==> config.mk <==
export PLATFORM = sky130hd
export DESIGN_NAME = sw_logic_gate
export DESIGN_NICKNAME = d
export VERILOG_FILES = /design/src/rtl/sw_logic_gate.sv
export SDC_FILE = /design/constraint.sdc
export NUM_CORES = 1
export LEC_CHECK = 0
export CORE_MARGIN = 3
export CORE_UTILIZATION = 49
export DETAILED_ROUTE_END_ITERATION = 6
export PLACE_DENSITY_LB_ADDON = 0.2
export SYNTH_ARGS = -nofsm -noshare
export SYNTH_HDL_FRONTEND = slang
export SYNTH_SLANG_ARGS = --single-unit
==> constraint.sdc <==
create_clock -name clk -period 1.7 [get_ports clk]
set_input_delay 0.425 -clock clk [delete_from_list [all_inputs] [get_ports clk]]
set_output_delay 0.425 -clock clk [all_outputs]
set_load 0.05 [all_outputs]
==> src/rtl/sw_logic_gate.sv <==
// -----------------------------------------------------------------------------
// sw_logic_gate
//
// Purpose:
//   Combines WIDTH asynchronous board switches into one registered logic
//   result. Each switch is synchronised with two flops, then debounced by its
//   own counter. The debounced vector is reduced by the operation selected on
//   op, and the result is registered onto out.
//
// Parameters:
//   WIDTH            number of switch inputs (2..16)
//   DEBOUNCE_CYCLES  consecutive differing samples needed to accept a new
//                    switch level (1..255)
//
// Ports:
//   clk      in   single clock, all state updates on its rising edge
//   rst      in   synchronous active-high reset
//   sw       in   [WIDTH-1:0] asynchronous switch inputs
//   op       in   [2:0] operation select (0 AND, 1 OR, 2 XOR, 3 NAND,
//                 4 NOR, 5 XNOR, 6 pass d[0], 7 reserved)
//   out      out  registered logic result
//   changed  out  one-cycle pulse in the cycle after out changes value
//   op_err   out  registered flag, set while op selects the reserved code
// -----------------------------------------------------------------------------
module sw_logic_gate #(
    parameter int WIDTH           = 2,
    parameter int DEBOUNCE_CYCLES = 4
) (
    input  logic             clk,
    input  logic             rst,
    input  logic [WIDTH-1:0] sw,
    input  logic [2:0]       op,
    output logic             out,
    output logic             changed,
    output logic             op_err
);

    // Counter is wide enough to hold DEBOUNCE_CYCLES; it only ever reaches
    // DEBOUNCE_CYCLES-1 because the last differing sample commits instead.
    localparam int               CNT_W    = $clog2(DEBOUNCE_CYCLES + 1);
    localparam logic [CNT_W-1:0] CNT_LAST = CNT_W'(DEBOUNCE_CYCLES - 1);

    localparam logic [2:0] OP_AND  = 3'd0;
    localparam logic [2:0] OP_OR   = 3'd1;
    localparam logic [2:0] OP_XOR  = 3'd2;
    localparam logic [2:0] OP_NAND = 3'd3;
    localparam logic [2:0] OP_NOR  = 3'd4;
    localparam logic [2:0] OP_XNOR = 3'd5;
    localparam logic [2:0] OP_PASS = 3'd6;
    localparam logic [2:0] OP_RSVD = 3'd7;

    logic [WIDTH-1:0] s1;
    logic [WIDTH-1:0] s2;
    logic [WIDTH-1:0] stable;
    logic             out_prev;
    logic             out_next;
    logic             err_next;

    // Reduce the debounced vector according to the selected operation.
    // The reserved code forces a 0 result.
    function automatic logic apply_op(input logic [2:0] sel,
                                      input logic [WIDTH-1:0] d);
        logic r;
        case (sel)
            OP_AND:  r = &d;
            OP_OR:   r = |d;
            OP_XOR:  r = ^d;
            OP_NAND: r = ~&d;
            OP_NOR:  r = ~|d;
            OP_XNOR: r = ~^d;
            OP_PASS: r = d[0];
            default: r = 1'b0;
        endcase
        return r;
    endfunction

    // Two-flop synchroniser: s1 may go metastable, s2 is the first flop any
    // downstream logic is allowed to look at.
    always_ff @(posedge clk) begin
        if (rst) begin
            s1 <= '0;
            s2 <= '0;
        end else begin
            s1 <= sw;
            s2 <= s1;
        end
    end

    // Independent debounce per bit. A sample that agrees with the accepted
    // level clears the count, so any excursion shorter than DEBOUNCE_CYCLES
    // samples is forgotten entirely.
    for (genvar i = 0; i < WIDTH; i++) begin : g_deb
        logic [CNT_W-1:0] cnt;
        logic             stb;

        always_ff @(posedge clk) begin
            if (rst) begin
                cnt <= '0;
                stb <= 1'b0;
            end else if (s2[i] == stb) begin
                cnt <= '0;
            end else if (cnt == CNT_LAST) begin
                stb <= s2[i];
                cnt <= '0;
            end else begin
                cnt <= cnt + 1'b1;
            end
        end

        assign stable[i] = stb;
    end

    always_comb begin
        out_next = apply_op(op, stable);
        err_next = (op == OP_RSVD);
    end

    // Output register. changed compares out against its previous value, so
    // it rises in the cycle after out moves. Reset clears both out and
    // out_prev together, so leaving reset never produces a spurious pulse.
    always_ff @(posedge clk) begin
        if (rst) begin
            out      <= 1'b0;
            out_prev <= 1'b0;
            changed  <= 1'b0;
            op_err   <= 1'b0;
        end else begin
            out      <= out_next;
            op_err   <= err_next;
            out_prev <= out;
            changed  <= out ^ out_prev;
        end
    end

endmodule
; ---- Yosys cells after proc, flatten, opt, wreduce, memory -nomap -nowiden
; Index checks and enable logic that the tools add are counted.
[word_totals]
output_inout_bits = 3
reg_bits = 16
elab_cells = 38
[classes]
n_eq_ne = 11
addsub = 2
n_mux = 1
reduce_logical = 11
bitwise_logic = 3
[ops]
columns = operator, count
row1 = $eq 3x2->1 const B, 4
row2 = $eq 3x3->1 const B, 4
row3 = $pmux 1 s7, 1
row4 = $add 3x1->3 const B, 2
row5 = $reduce_and 2->1, 3
row6 = $reduce_or 3->1, 2
row7 = $eq 3x1->1 const B, 1
row8 = $logic_not 3->1, 1
row9 = $eq 1x1->1, 2
row10 = $logic_not 1->1, 2
row11 = $not 1->1, 2
row12 = $reduce_or 2->1, 1
row13 = $reduce_xnor 2->1, 1
row14 = $reduce_xor 2->1, 1
row15 = $xor 1x1->1, 1

; ---- Depth between registers and ports, before layout
; Gate-level depths: netlist of run 1.
[logic_depth]
word_depth = 3
depth_mapped = 6

; ---- Worst setup path after synthesis of run 1
; Ideal clock, no wire load.
[synth_path]
path_type = register to register
start = register g_deb[0].stb
end = register out
setup_slack_ns = 0.453
n_path_buf = 0
stages_incl_launch_ff = 7
arrival_ns = 1.169
cell_sequence = dfxtp_1 > inv_1 > ha_1 > inv_1 > mux2i_1 > o221a_1 > nor3_1
[synth_via]
elab_chain_cells = 3
word_cells_on_any_way = 7
[synth_lines]
columns = item, line
row1 = "start, declared", 94  ; logic stb;
row2 = "start signal, assigned", 103  ; stb <= s2[i];
row3 = $reduce_or 2->1 or $reduce_and 2->1 (tied branches), -
row4 = $logic_not 1->1 (on tied branches), "69, 68"
row5 = $pmux 1 s7 *, 64  ; case (sel)
row6 = "end signal, assigned", 128  ; out <= out_next;
row7 = "end, declared", 33  ; output logic out,
; Mark *: on every way between the ends. The rest lies on a longest branch, timed or not.
; A chain may end at the register's enable or synchronous reset.

; ---- Final worst setup path of run 1
; Same ends and word-level chain as after synthesis.

==> out/qor.yml, run 1 <==
pwr:
  power.density_nw_per_um2: 899
  ir_worst_vdd_uv: 611
  p_leak_uw: 0.000314
critical_path:
  cp-end-kind: "register"
  slowest_stage: "dfxtp_1"
  cp_top_family: "flip-flops"
  setup.worst_path.start: "g_deb[0].stb"
  cpPeakStageDelay_ns: 0.43
  worstPathRequired_ns: 1.91
  crit_buf_inv: 2
  critical_path_arrival_ns: 1.61
  crit_top_cell: "inv_1"
  path_depth: 6
  rr_endpoint: "out"
  ff2ff_path_depth: 6
  crit_chain: "inv_1, ha_1, inv_1, mux2i_1, o221a_1, nor3_1"
  crit_fanout: 5
  path_class: "register to register"
  regToRegStartpoint: "g_deb[0].stb"
  critPathLaunchType: "register"
  cp-endpoint: "out"
  rrSetupSlack_ns: 0.30
clock_network:
  post-cts-setup-buffers: 0
  htree_levels: 1
  cts_buffer_depth: 2
  insertion_delay_ns: 0.28
  cts_tree: "yes"
  cts-buffers-inserted: 3
  cts.sinks: 16
  postCtsHoldBufs: 0
  ctsResizeCount: 0
  cts_root_buffer: "clkbuf_4"
  cts.reportedPaths.clkPinSlew_ns: 0.09
global_routing:
  met3_usage_pct: 8.15
  grt_usage_pct: 12.6
  antenna_found_initial: 0
  gr-usage-met1_pct: 13.3
  grt_max_degree: 10
  gr-total-overflow: 0
  grt_pass1_wl_um: 1640
  grt_use_met2_pct: 20.4
  busiest_layer: "met2"
  grt_pass1_vias: 403
cells_and_area:
  layout-drive-gt1-share_pct: 16.2
  antenna_cells: 0
  nets: 88
  final_util_pct: 67.6
  area_growth_pct: 22.8
  fill_cells: 89
  instances_no_fill: 88
yosys:
  synth_cell_types: 18
  yosysWarnings: 0
  ys_seq_area_share_pct: 50.3
  yosys_register_bits: 16
  synthCells: 62
  yosysTopAreaCell: "dfxtp_1"
  ys_top_cells_by_area: "dfxtp_1, ha_1, nor2b_1"
  synthesis.nets: 75
  avgSynthCellArea_sq_um: 10.3
  syn_area_sq_um: 637
  synth_top_area_share_pct: 50.3
flow_run:
  cap_violations: 0
placement:
  dpl.cell_count: 84
  pre_cts_ws_ns: 0.0956
  port_buffers: 9
  gp_congestion: 0.681
  dp_hpwl_um: 713
detailed_routing:
  drt_iter0_markers: 1
  vias: 406
  wl_per_cell_um: 10.3
  final_antenna_net_count: 0
  vias_per_cell: 4.61
  drc: 0
  dr.pass1.iters: 2
  postRouteWirelength_um: 909
timing:
  fin_skew_ns: 0.00455
  tightestPinTransition_ns: 0.235
  finalHoldViolCount: 0
  max_slew_margin_pct: 84.3
  postLayoutSetupSlackWorst_ns: 0.295
  rsz0062_at_grt: "false"
  setup_viol: 0
  drv_slew: 0
  fin_crit_sh_pct: 82.6
  min_period_ns: 1.40
  worst_hold_slack_ns: 0.429
  final.setup.tns_ns: 0
  max_freq_mhz: 712
status:
  outcome: "finished clean"
die:
  die_h_um: 42.1
  coreArea_sq_um: 1160
  core.rowCount: 12
  die_area_sq_um: 1770
  io-pin-count: 10
  die_w_um: 42.1
  start_util_pct: 55.1
worst_hold_path:
  hold_class: "register to register"
-- per-layer routing --
metal / wire length [um] / vias up
li1: - / 223
met1: 421 / 172
met2: 415 / 9
met3: 64 / 2
met4: 8 / 0
met5: 0 / -
-- synthesized netlist by cell type --
| library cell | count |
|---|---|
| nand2_1 | 1 |
| nor2_1 | 8 |
| clkbuf_1 | 1 |
| inv_1 | 7 |
| dfxtp_1 | 16 |
| xnor2_1 | 3 |
| nor2b_1 | 5 |
| and4b_1 | 1 |
| ha_1 | 6 |
| buf_4 | 1 |
| a21oi_1 | 1 |
| mux2i_1 | 3 |
| o221a_1 | 1 |
| nor2_2 | 3 |
| or3_1 | 1 |
| nor3_1 | 1 |
| a211oi_1 | 2 |
| or3_4 | 1 |
-- where the power goes --
part	internal [uW]	total, uW	switching (uW)
sequential	386	392	6.51
clock	130	242	111
combinational	35.5	69.1	33.6
-- stage by stage --
| step | total power (uW) | instance area [sq um] |
|---|---|---|
| floorplan | 438 | 637 |
| global route | 737 | 782 |
| CTS | 716 | 782 |
| detailed placement | 470 | 746 |
| finish | 703 | 782 |
| global placement | 469 | 746 |
-- registers in the layout, indices dropped and copies added (netlist names) --
signal and flops:
s2 2, out 1, s1 2, op_err 1, changed 1, g_deb.cnt 6, g_deb.stb 2, out_prev 1
-- how the worst min path moves through the flow --
stage / startpoint / to / cells past startpoint
floorplan: g_deb[1].cnt[0] / g_deb[1].cnt[0] / 1
global placement: g_deb[1].cnt[0] / g_deb[1].cnt[0] / 1
detailed placement: g_deb[1].cnt[0] / g_deb[1].cnt[0] / 1
CTS: g_deb[1].cnt[0] / g_deb[1].cnt[0] / 1
global route: g_deb[1].cnt[0] / g_deb[1].cnt[0] / 1
finish: g_deb[1].cnt[0] / g_deb[1].cnt[0] / 1
-- kinds of logic (layout without fill, tap and decap cells) --
kind of cell | after synthesis | after routing | synth area share, %
adder cells (fa/ha/maj) | 6 | 6 | 11.8
multiplexers | 3 | 3 | 4.72
XOR/XNOR | 3 | 3 | 4.13
buffers and inverters | 9 | 21 | 5.89
flip-flops | 16 | 16 | 50.3
AND/OR/NAND/NOR | 21 | 21 | 18.3
AO/OA/AOI/OAI | 4 | 4 | 4.91
-- cell usage in the layout, fill, tap and decap left out --
master	n
buf_4	3
o221a_1	1
xnor2_1	3
a211oi_1	2
and4b_1	1
nor3_1	1
clkbuf_4	3
nor2_1	8
or3_1	1
a21oi_1	1
ha_1	6
or3_4	1
nor2_2	3
nor2b_1	5
inv_1	7
dfxtp_1	16
clkdlybuf4s50_1	6
clkbuf_8	1
buf_12	1
nand2_1	1
mux2i_1	3
-- cell type report --
type / count / area [sq um] / area share [%]
Clock buffer: 4 / 36.3 / 4.64
Inverter: 7 / 26.3 / 3.36
Multi-Input combinational cell: 37 / 279 / 35.7
Sequential cell: 16 / 320 / 41.0
Tap cell: 14 / 17.5 / 2.24
Timing Repair Buffer: 10 / 103 / 13.1
Note: power is estimated with default switching activity, not from simulation.
==> inputs of run 2 (changes only) <==
- clock period: 1.7 -> 1.4 ns (I/O delays scaled with it)
==> run 2 against run 1 <==
  * Non-clock buffer count is 2 higher
  * Critical path depth fell by 2
  * Setup slack got worse by 0.18 ns
  * Combinational power rose by 33%
  * Via count rose by 4.7%
  * Sequential power is 22% higher
  * Register-to-register slack worse by 0.18 ns
  * Sequential share of layout area down 2.2 points
  * Global-route usage is 0.70 points lower
  * First-iteration DRC count is the same
  * Maximum frequency increased by 9.0%
  * Utilization increased by 3.9 points
  * Largest power group unchanged
  * Highest routed layer is now met3
==> out/qor.yml, run 2 (same netlist as run 1, synthesis figures left out) <==
status:
  outcome: "finished clean"
cells_and_area:
  final_common_cell: "dfxtp_1"
  mostFrequentLayoutCells: "dfxtp_1, nor2_1, inv_1"
  area_growth_pct: 29.9
  antenna_cells: 0
  largest_register_ffs: 6
  nets: 90
  final_util_pct: 71.5
  layout-drive-gt1-share_pct: 19.7
  instances_no_fill: 90
  regMostFlops: "g_deb.cnt"
clock_network:
  postCtsHoldBufs: 0
  cts_buffer_depth: 2
  cts.sinks: 16
  post-cts-setup-buffers: 0
  cts-buffers-inserted: 3
  ctsResizeCount: 0
  cts.reportedPaths.clkPinSlew_ns: 0.09
  insertion_delay_ns: 0.28
  htree_levels: 1
  cts_root_buffer: "clkbuf_4"
  cts_tree: "yes"
timing:
  finalHoldViolCount: 0
  tightestPinTransition_ns: 0.267
  fin_skew_ns: 0.00215
  worst_hold_slack_ns: 0.429
  rsz0062_at_grt: "false"
  postLayoutSetupSlackWorst_ns: 0.112
  fin_crit_sh_pct: 92.0
  setup_viol: 0
  max_freq_mhz: 776
  drv_slew: 0
  max_slew_margin_pct: 82.1
  min_period_ns: 1.29
die:
  core.rowCount: 12
  coreArea_sq_um: 1160
  io-pin-count: 10
  start_util_pct: 55.1
  die_area_sq_um: 1770
  die_h_um: 42.1
  die_w_um: 42.1
pwr:
  swShare_pct: 21.8
  p_leak_uw: 0.000332
  ir_worst_vdd_uv: 639
  switching_power_uw: 189
  p_int_uw: 678
  power.density_nw_per_um2: 1050
  p_comb_share_pct: 10.6
  seqPwrFrac_pct: 55.2
  p_clk_share_pct: 34.3
critical_path:
  crit_top_cell: "ha_1"
  critical_path_arrival_ns: 1.51
  worstPathRequired_ns: 1.63
  path_class: "register to register"
  ff2ff_path_depth: 4
  cpPeakStageDelay_ns: 0.42
  crit_chain: "ha_1, ha_1, or3_4, nor2_2"
  cp-end-kind: "register"
  critPathLaunchType: "register"
  slowest_stage: "or3_4"
  crit_fanout: 3
global_routing:
  grt_pass1_wl_um: 1680
  grt_max_degree: 11
  grt_usage_pct: 11.9
  antenna_found_initial: 0
  grt_pass1_vias: 428
  gr-total-overflow: 0
placement:
  dpl.cell_count: 86
  port_buffers: 9
  dp_hpwl_um: 687
  pre_cts_ws_ns: -0.141
  gp_congestion: 0.674
detailed_routing:
  final_antenna_net_count: 0
  dr.pass1.iters: 2
  drt_iter0_markers: 1
  vias: 425
  wl_per_cell_um: 9.54
  vias_per_cell: 4.72
  drc: 0
  postRouteWirelength_um: 859
worst_hold_path:
  hold_depth: 1
  hold_class: "register to register"
flow_run:
  cap_violations: 0
[run 2: final cells by class]
type                    instances  area, sq um
repair buffers                 12          143
inverters                       7         26.3
fillers                        89          329
flip-flops and latches         16          320
clock buffers                   4         36.3
multi-input cells              37          284
well taps                      14         17.5
[run 2: final timing paths]
check / startpoint / end / slack [ns]
max: g_deb[0].cnt[0] / g_deb[0].cnt[1] / 0.11
min: g_deb[1].cnt[0] / g_deb[1].cnt[0] / 0.43
max reg2reg: g_deb[0].cnt[0] / g_deb[0].cnt[1] / 0.11
min reg2reg: g_deb[1].cnt[0] / g_deb[1].cnt[0] / 0.43
[run 2: power groups by stage]
stage | Combinational [uW] | Sequential [uW] | Clock, uW
2_1_floorplan | 29.4 | 503 | 0
3_3_place_gp | 89.7 | 489 | 0
5_1_grt | 98.1 | 480 | 327
3_5_place_dp | 91.2 | 489 | 0
4_1_cts | 91.4 | 478 | 311
6_report | 91.7 | 478 | 297
[run 2: layer usage]
| metal | up-vias | routed length [um] | part of all wire (%) | GRT usage, % |
|---|---|---|---|---|
| met2 | 9 | 387 | 45 | 20.1 |
| li1 | 226 | - | - | - |
| met1 | 190 | 422 | 49 | 15.8 |
| met4 | 0 | 0 | 0 | 1.86 |
| met5 | - | 0 | 0 | 0 |
| met3 | 0 | 49 | 5.7 | 2.58 |
[run 2: per-stage QoR]
step | area [sq um] | TNS [ns] | total power [uW]
2_1_floorplan | 637 | 0 | 532
3_3_place_gp | 786 | -0.0761 | 579
3_5_place_dp | 786 | -0.141 | 580
4_1_cts | 822 | 0 | 881
5_1_grt | 827 | 0 | 906
6_report | 827 | 0 | 867
[run 2: worst max-delay path: cells and delay by family (launching register included)]
family	cells	cell delay [ns]
fa+ha+maj	2	0.41
flops	1	0.33
simple gates	2	0.50
